## config.mk

```make
export PLATFORM = sky130hd
export DESIGN_NAME = syndrome_calc_flat
export DESIGN_NICKNAME = d
export VERILOG_FILES = /design/src/rtl/syndrome_calc_if.sv /design/src/rtl/syndrome_calc.sv /design/src/flat_wrapper.sv
export SDC_FILE = /design/constraint.sdc
export NUM_CORES = 1
export LEC_CHECK = 0
export CORE_MARGIN = 2
export CORE_UTILIZATION = 30
export CTS_CLUSTER_SIZE = 25
export DETAILED_ROUTE_END_ITERATION = 10
export PLACE_DENSITY = 0.62
export SLEW_MARGIN = 25
export SYNTH_ARGS = -nofsm -noshare
export SYNTH_HDL_FRONTEND = slang
export SYNTH_SLANG_ARGS = --single-unit
```

## constraint.sdc

```tcl
create_clock -name i_clk -period 1.7 [get_ports i_clk]
set_input_delay 0.17 -clock i_clk [delete_from_list [all_inputs] [get_ports i_clk]]
set_output_delay 0.17 -clock i_clk [all_outputs]
set_load 0.02 [all_outputs]
```

## src/rtl/syndrome_calc_if.sv

```systemverilog
// Serial codeword input and syndrome result bundle for syndrome_calc.
// The producer of received bits (master) drives the i_* signals; the
// syndrome block (slave) drives the o_* results.
interface syndrome_calc_if #(
  parameter int SYN_W = 10
);
  logic [1:0]       i_code;
  logic             i_start;
  logic             i_bit_valid;
  logic             i_bit;
  logic [SYN_W-1:0] o_S1;
  logic [SYN_W-1:0] o_S3;
  logic [SYN_W-1:0] o_S5;
  logic [SYN_W-1:0] o_S7;
  logic             o_valid;
  logic             o_busy;

  modport master (
    output i_code, i_start, i_bit_valid, i_bit,
    input  o_S1, o_S3, o_S5, o_S7, o_valid, o_busy
  );

  modport slave (
    input  i_code, i_start, i_bit_valid, i_bit,
    output o_S1, o_S3, o_S5, o_S7, o_valid, o_busy
  );
endinterface

```

## src/rtl/syndrome_calc.sv

```systemverilog
// BCH syndrome calculator: accumulates S1, S3, S5, S7 of one serial
// hard-decision codeword by Horner's rule (highest coefficient first).
// Codes: 00 = BCH(63,51) GF(2^6), 01 = BCH(255,239) GF(2^8),
// 10 = BCH(1023,983) GF(2^10). Code 11 is illegal and ignored.
// Field elements are LSB-aligned in SYN_W bits (SYN_W must be >= 10).
module syndrome_calc #(
  parameter int SYN_W = 10,
  parameter int CNT_W = 10
) (
  input  logic             i_clk,
  input  logic             i_rst_n,
  syndrome_calc_if.slave   bus
);

  typedef enum logic [1:0] {
    IDLE = 2'd0,
    ACC  = 2'd1,
    DONE = 2'd2
  } state_t;

  localparam logic [1:0] CODE_63   = 2'b00;
  localparam logic [1:0] CODE_255  = 2'b01;
  localparam logic [1:0] CODE_1023 = 2'b10;

  // Multiply a field element by alpha (= x) in the field chosen by code:
  // shift left, fold the overflowing x^m term back with p(x) - x^m.
  function automatic logic [SYN_W-1:0] mul_alpha(input logic [SYN_W-1:0] v,
                                                 input logic [1:0]       code);
    logic [SYN_W-1:0] r;
    r = '0;
    case (code)
      CODE_63:  r[5:0] = {v[4:0], 1'b0} ^ (v[5] ? 6'h03  : 6'h00);
      CODE_255: r[7:0] = {v[6:0], 1'b0} ^ (v[7] ? 8'h1d  : 8'h00);
      default:  r[9:0] = {v[8:0], 1'b0} ^ (v[9] ? 10'h009 : 10'h000);
    endcase
    return r;
  endfunction

  // Multiply by alpha^pow; pow is a constant at every call site, so this
  // unrolls into a fixed XOR network per field.
  function automatic logic [SYN_W-1:0] mul_alpha_pow(input logic [SYN_W-1:0] v,
                                                     input logic [1:0]       code,
                                                     input int               pow);
    logic [SYN_W-1:0] r;
    r = v;
    for (int k = 0; k < pow; k++) begin
      r = mul_alpha(r, code);
    end
    return r;
  endfunction

  // Counter value of the final coefficient (r_0) for each code: N-1.
  function automatic logic [CNT_W-1:0] last_index(input logic [1:0] code);
    case (code)
      CODE_63:  return CNT_W'(62);
      CODE_255: return CNT_W'(254);
      default:  return CNT_W'(1022);
    endcase
  endfunction

  state_t           state_q, state_d;
  logic [1:0]       code_q;
  logic [CNT_W-1:0] cnt_q;
  logic [SYN_W-1:0] s1_q, s3_q, s5_q, s7_q;
  logic             valid_q, busy_q;

  logic             start_ok;
  logic             accept;
  logic             last_bit;
  logic [SYN_W-1:0] bit_ext;

  // A legal start restarts from any state; the start cycle never takes a bit.
  assign start_ok = bus.i_start && (bus.i_code != 2'b11);
  assign accept   = (state_q == ACC) && bus.i_bit_valid && !start_ok;
  assign last_bit = accept && (cnt_q == last_index(code_q));
  assign bit_ext  = {{(SYN_W-1){1'b0}}, bus.i_bit};

  // State register.
  always_ff @(posedge i_clk or negedge i_rst_n) begin
    if (!i_rst_n) begin
      state_q <= IDLE;
    end else begin
      // NOTE: every clocked register uses <= so all flops sample the same
      // pre-edge values; a blocking = here would create order-dependent races.
      state_q <= state_d;
    end
  end

  // Next-state decode.
  always_comb begin
    // NOTE: the default assignment first means every path drives state_d,
    // so no latch is inferred for the cases that do not change state.
    state_d = state_q;
    unique case (state_q)
      IDLE: if (start_ok) state_d = ACC;
      ACC: begin
        if (start_ok)      state_d = ACC;
        else if (last_bit) state_d = DONE;
      end
      DONE: if (start_ok) state_d = ACC;
      default: state_d = IDLE;
    endcase
  end

  // Syndrome accumulators, bit counter, latched code and status flags.
  always_ff @(posedge i_clk or negedge i_rst_n) begin
    if (!i_rst_n) begin
      code_q  <= 2'b00;
      cnt_q   <= '0;
      s1_q    <= '0;
      s3_q    <= '0;
      s5_q    <= '0;
      s7_q    <= '0;
      valid_q <= 1'b0;
      busy_q  <= 1'b0;
    end else if (start_ok) begin
      code_q  <= bus.i_code;
      cnt_q   <= '0;
      s1_q    <= '0;
      s3_q    <= '0;
      s5_q    <= '0;
      s7_q    <= '0;
      valid_q <= 1'b0;
      busy_q  <= 1'b1;
    end else if (accept) begin
      cnt_q <= cnt_q + 1'b1;
      s1_q  <= mul_alpha_pow(s1_q, code_q, 1) ^ bit_ext;
      s3_q  <= mul_alpha_pow(s3_q, code_q, 3) ^ bit_ext;
      // S5/S7 only exist for the t=4 code; keep them at zero otherwise.
      if (code_q == CODE_1023) begin
        s5_q <= mul_alpha_pow(s5_q, code_q, 5) ^ bit_ext;
        s7_q <= mul_alpha_pow(s7_q, code_q, 7) ^ bit_ext;
      end else begin
        s5_q <= '0;
        s7_q <= '0;
      end
      if (last_bit) begin
        valid_q <= 1'b1;
        busy_q  <= 1'b0;
      end
    end
  end

  assign bus.o_S1    = s1_q;
  assign bus.o_S3    = s3_q;
  assign bus.o_S5    = s5_q;
  assign bus.o_S7    = s7_q;
  assign bus.o_valid = valid_q;
  assign bus.o_busy  = busy_q;

endmodule

```

## src/flat_wrapper.sv

```systemverilog
// flat-port wrapper written by rule: the top's interface ports become plain ports
module syndrome_calc_flat 
#(
  parameter int SYN_W = 10,
  parameter int CNT_W = 10
)
  (i_clk, i_rst_n, bus_i_code, bus_i_start, bus_i_bit_valid, bus_i_bit, bus_o_S1, bus_o_S3, bus_o_S5, bus_o_S7, bus_o_valid, bus_o_busy);
  syndrome_calc_if #(.SYN_W(SYN_W)) bus_i ();
  input  logic i_clk;
  input  logic i_rst_n;
  input wire logic [$bits(bus_i.i_code)-1:0] bus_i_code;
  input wire logic [$bits(bus_i.i_start)-1:0] bus_i_start;
  input wire logic [$bits(bus_i.i_bit_valid)-1:0] bus_i_bit_valid;
  input wire logic [$bits(bus_i.i_bit)-1:0] bus_i_bit;
  output wire logic [$bits(bus_i.o_S1)-1:0] bus_o_S1;
  output wire logic [$bits(bus_i.o_S3)-1:0] bus_o_S3;
  output wire logic [$bits(bus_i.o_S5)-1:0] bus_o_S5;
  output wire logic [$bits(bus_i.o_S7)-1:0] bus_o_S7;
  output wire logic [$bits(bus_i.o_valid)-1:0] bus_o_valid;
  output wire logic [$bits(bus_i.o_busy)-1:0] bus_o_busy;
  assign bus_i.i_code = bus_i_code;
  assign bus_i.i_start = bus_i_start;
  assign bus_i.i_bit_valid = bus_i_bit_valid;
  assign bus_i.i_bit = bus_i_bit;
  assign bus_o_S1 = bus_i.o_S1;
  assign bus_o_S3 = bus_i.o_S3;
  assign bus_o_S5 = bus_i.o_S5;
  assign bus_o_S7 = bus_i.o_S7;
  assign bus_o_valid = bus_i.o_valid;
  assign bus_o_busy = bus_i.o_busy;
  syndrome_calc #(.SYN_W(SYN_W), .CNT_W(CNT_W)) u_core (.i_clk(i_clk), .i_rst_n(i_rst_n), .bus(bus_i));
endmodule
```

[Yosys cells after proc, flatten, opt, wreduce, memory -nomap -nowiden]
Index checks and enable logic that the tools add are counted.
Word-level totals
  output and inout port bits: 42
  memory bits (read-only): 0
  memories: 0
  logic and storage cells: 334
  bits in latches: 0
  RAM bits: 0
  input bits: 7
  register bits after elaboration: 56
Operators by class
  bitwise gates (word level): 52
  equal/unequal tests: 8
  multipliers: 0
  order comparisons: 0
  reduce and logical (&&, ||, !) cells: 13
  $add $sub $neg: 1
  shift operators: 0
  mux-type cells: 251
  divide/modulo/power cells: 0
Operators by type and width (count)
  2-to-1 mux 6 bit: 44
  2-to-1 mux 2 bit: 123
  case mux 6 bit (2 select lines): 16
  bitwise XOR 10 bit: 16
  bitwise XOR 8 bit: 16
  2-to-1 mux 10 bit: 12
  bitwise XOR 6 bit: 16
  2-to-1 mux 5 bit: 16
  case mux 2 bit (2 select lines): 17
  2-to-1 mux 4 bit: 16
  bitwise XOR 10 x 1 -> 10 bit: 4
  case mux 10 bit (2 select lines): 1
  adder 10 x 1 -> 10 bit (second input constant): 1
  == test 10 bit: 1
  2-to-1 mux 1 bit: 6
  == test 2 x 1 -> 1 bit (second input constant): 2
  == test 2 bit (second input constant): 2
  logical AND 1 bit: 4
  logical NOT 2 bit: 2
  AND reduction 2 bit: 2
  nonzero test 2 bit: 2
  OR reduction 2 bit: 2
  != test 3 x 1 -> 1 bit (second input constant): 1
  != test 2 x 1 -> 1 bit (second input constant): 1
  other kinds (2): 2

[Depth between registers and ports, before layout]
  depth after elaboration: 46
  mapped depth: 7
  gate-level depth less buffers: 6

[Worst setup path after synthesis]
Ideal clock, no wire load.
  path kind: reg-to-reg
  from: reg u_core.code_q[0]
  to: reg u_core.busy_q (netlist: u_core.bus.o_busy)
  data required time: 1.582 ns
  stages on the path, launching flop included: 6
  period minus slack after synthesis: 1.430 ns
  arrival time: 1.312 ns
  slack: 0.270 ns
  buffers on the path: 0
  library setup time: 0.118 ns
  cells stage by stage: dfrtp_1 -> or2_1 -> or3_1 -> o21ai_0 -> nand3_1 -> a21o_1
On the way
  cells in the longest elaborated chain, start to end: 6
  elaborated cells between the ends (all ways): 7
  classes of those cells: eq/ne: 2; mux: 1; reduce/logical: 4
RTL lines
  from (decl): RTL line syndrome_calc.sv:62  | logic [1:0] code_q;
  from (signal assigned): RTL line syndrome_calc.sv:117  | code_q <= bus.i_code;
  == test 2 x 1 -> 1 bit / logical NOT 2 bit (equally long branches): RTL line syndrome_calc.sv:54  | case (code)
  case mux 10 bit (2 select lines) *: RTL line syndrome_calc.sv:54
  == test 10 bit *: RTL line syndrome_calc.sv:75  | assign last_bit = accept && (cnt_q == last_index(code_q));
  logical AND 1 bit *: RTL line syndrome_calc.sv:75
  nonzero test 2 bit (no source line) *
  AND reduction 2 bit (no source line) *
  to (signal assigned): RTL line syndrome_calc.sv:115  | busy_q <= 1'b0;
  to (signal assigned): RTL line syndrome_calc.sv:124  | busy_q <= 1'b1;
  to (signal assigned): RTL line syndrome_calc.sv:139  | busy_q <= 1'b0;
  to (decl): RTL line syndrome_calc.sv:65  | logic valid_q, busy_q;
Every way passes the cells marked *; elsewhere a longest branch is shown, timed or not.
A chain may end at the register's enable or synchronous reset.

[Final worst setup path]
  from: reg u_core.s3_q[4] (netlist: u_core.bus.o_S3[4])
  to: out bus_o_S3[4]
RTL lines
  from (decl): RTL line syndrome_calc.sv:64  | logic [SYN_W-1:0] s1_q, s3_q, s5_q, s7_q;
  from (signal assigned): RTL line syndrome_calc.sv:128  | s3_q <= mul_alpha_pow(s3_q, code_q, 3) ^ bit_ext;
  to (decl): RTL line flat_wrapper.sv:16  | output wire logic [$bits(bus_i.o_S3)-1:0] bus_o_S3;
No word-level cell between the ends.

==> results.ini <==
[run_status]
outcome = complete, no violations

[critical_path]
ff2ff_setup_slack_ns = 0.13
slowest_delay_ns = 0.67
crit_buf_inv = 1
end_kind = output port
critPathLaunch = u_core.bus.o_S3[4]$_DFFE_PN0P_
r2r_cells = 5
r2r-end = u_core.bus.o_busy$_DFFE_PN0P_
cp.arrival_ns = 1.48
slowest_stage = clkdlybuf4s50_1
crit_path_cell_trace = clkdlybuf4s50_1
crit_fanout = 5
crit_family = buffers and inverters
critical_path_class = reg -> out
critPathLaunchType = flop
worstPathRequired_ns = 1.53
reg2reg_from = u_core.code_q[1]$_DFFE_PN0P_

[yosys]
syn-num-nets = 296
synth_ff_type = dfrtp_1
postSynthCellCount = 287
synth-async-reset-ratio = 1.00
avgSynthCellArea_sq_um = 9.74
synth.distinct_cells = 41
seq_area_frac_synth = 0.501
ys_warn_count = 0
synth_seq_cells = 56
syn_area_sq_um = 2800
synth_edf_count = 0

[timing]
hold_violations = 0
tightest_slew_ns = 0.405
setup_viol = 0
slew_headroom = 0.729
holdWs_ns = 0.368
fin_worst_skew_ns = 0.0110
min_period_over_period = 0.970
rsz0062_at_grt = no
max_freq_ghz = 0.606
drv_slew = 0
fin_crit_ns = 1.65

[floorplanning]
io_pins = 49
dieHeight_microns = 101
die_x_microns = 101
die_area_sq_um = 10100
initial_utilization = 0.305
core_area_sq_um = 9150
rows = 35

[min_path]
min_path_type = in -> async

[place]
dp_hpwl_mm = 4.54
routabilityCongestion = 0.800
io_buffers = 48
dpl_cell_area_sq_um = 3480

[clocking]
cts_buffers = 5
clkTransAtPathRegs_ns = 0.11
htreeDepth = 2
root_buffer = clkbuf_8
cts_buffer_depth = 2
clk_latency_ns = 0.32
cts.sinks = 56
cts_tree = built

[routing]
ant_nets = 0
drtPass1Iterations = 4
viasPerCell = 4.96
routed_wl_mm = 6.73
wl_per_cell_microns = 14.8
drt_iter0_drc = 180
drcViolationCount = 0
vias = 2262

[cells_and_area]
area_growth_pct = 28.9
antenna_cells = 0
drive_gt1_frac = 0.104
final_nets = 353
postLayoutCellArea_sq_um = 3600
utilization = 0.394

[grt]
grt_util_met3 = 0.0298
grt_antenna_before_repair = 0
grt_max_degree = 57
track_usage = 0.142
grtUsageMet1 = 0.202
top_usage_layer = met2
grt_pass1_wl_mm = 11.5
grt_pass1_vias = 2321
overflow = 0
use_met2 = 0.225

[pwr]
worst_ir_drop_vdd_mv = 0.338
power_density_nw_per_um2 = 820
power.total_mw = 2.95
leakage_nw = 1.49

[run]
drv_cap = 0

==> layer usage <==
metal  routed length [microns]  vias up
li1                          -     1095
met1                      3270     1118
met2                      3130       47
met3                       296        2
met4                        25        0
met5                         0        -
==> metrics by stage <==
| stage | setup WS, ns | setup TNS [ns] | instances |
|---|---|---|---|
| detailed placement | -0.0205 | -0.0483 | 447 |
| CTS | 0.00817 | 0 | 456 |
| global route | 0.00152 | 0 | 456 |
| floorplan | 0.270 | 0 | 287 |
| global placement | 0.0193 | 0 | 447 |
| finish | 0.0502 | 0 | 456 |
==> synth_stat cells, types with 2 or more instances <==
library cell / n / area [sq um]
nor3_1: 3 / 15.0
nand4_1: 5 / 31.3
a22o_1: 11 / 96.3
nor2b_1: 3 / 18.8
xnor2_1: 15 / 131
xor2_1: 16 / 140
mux2i_1: 3 / 30.0
buf_2: 9 / 45.0
o22ai_1: 3 / 18.8
mux2_2: 2 / 22.5
a21oi_1: 16 / 80.1
o21ai_1: 14 / 70.1
nor2_1: 27 / 101
ha_1: 2 / 25.0
and3_1: 2 / 12.5
or3_1: 2 / 12.5
nand2_1: 41 / 154
dfrtp_1: 56 / 1400
nand2b_1: 3 / 18.8
a211oi_1: 7 / 52.6
o21ai_0: 11 / 55.1
clkbuf_1: 4 / 15.0
buf_4: 3 / 22.5
nand3_1: 9 / 45.0
inv_1: 4 / 15.0
==> state kept, by name, summed over array words and instances, names as in the netlist <==
signal              flops
u_core.bus.o_S3        10
u_core.code_q           2
u_core.state_q          2
u_core.cnt_q           10
u_core.bus.o_busy       1
u_core.bus.o_valid      1
u_core.bus.o_S1        10
u_core.bus.o_S5        10
u_core.bus.o_S7        10
==> worst reg2reg max path, stage by stage, from the launching register on <==
cell and delay [ns]:
dfrtp_1 0.42, or2_1 0.25, or3_1 0.30, o21ai_1 0.12, nand3_1 0.18, a21o_1 0.20
==> layout by cell type, fill, tap and decap left out, types with 4 or more instances in the layout <==
cell type / n
clkbuf_8: 5
a21oi_1: 16
xnor2_1: 15
a211oi_1: 7
o21ai_0: 10
nand3_1: 9
o21ai_1: 15
a22o_1: 11
dfrtp_1: 54
buf_4: 15
nand2_1: 41
xor2_1: 16
inv_1: 4
clkdlybuf4s50_1: 47
nor2_1: 27
nand4_1: 5
==> worst max-delay path by stage <==
stage | endpoint | cells past startpoint
after floorplan | u_core.bus.o_busy$_DFFE_PN0P_ | 5
after global placement | u_core.bus.o_S7[9]$_DFFE_PN0P_ | 6
after detailed placement | u_core.bus.o_S5[0]$_DFFE_PN0P_ | 6
after CTS | bus_o_S3[5] | 1
after global routing | u_core.bus.o_busy$_DFFE_PN0P_ | 5
final | bus_o_S3[4] | 1
==> cells by family after synthesis <==
logic type | Yosys count | share of synthesized area
xor gates and xnor gates | 31 | 0.0971
buffers and inverters | 20 | 0.0349
adders and majority gates | 2 | 0.00895
and+or+nand+nor | 105 | 0.184
DFF | 56 | 0.501
muxes | 5 | 0.0188
AOI/OAI and AO/OA | 68 | 0.155
==> what timing repair did <==
action / CTS / global route
endpoints found under the hold margin: 56 / 0
hold buffers: 1 / 0
resized for setup: 0 / 3
setup buffers: 0 / 0
endpoints found under the setup margin: 0 / 4
==> area by class of cell <==
cell class,count,area [sq um]
clock buffer,6,72.6
clock inverter,2,38.8
fill,890,5550
inverter,4,15.0
multi-input combinational,211,1300
sequential,56,1400
tap,111,139
timing repair buffer,66,638
==> where the power goes <==
part,switching [mW],leakage (nW),internal (mW)
Combinational,0.310,0.680,0.265
Clock,0.459,0.0558,0.446
Sequential,0.0828,0.749,1.39
Power figures use the tool's default switching activity.
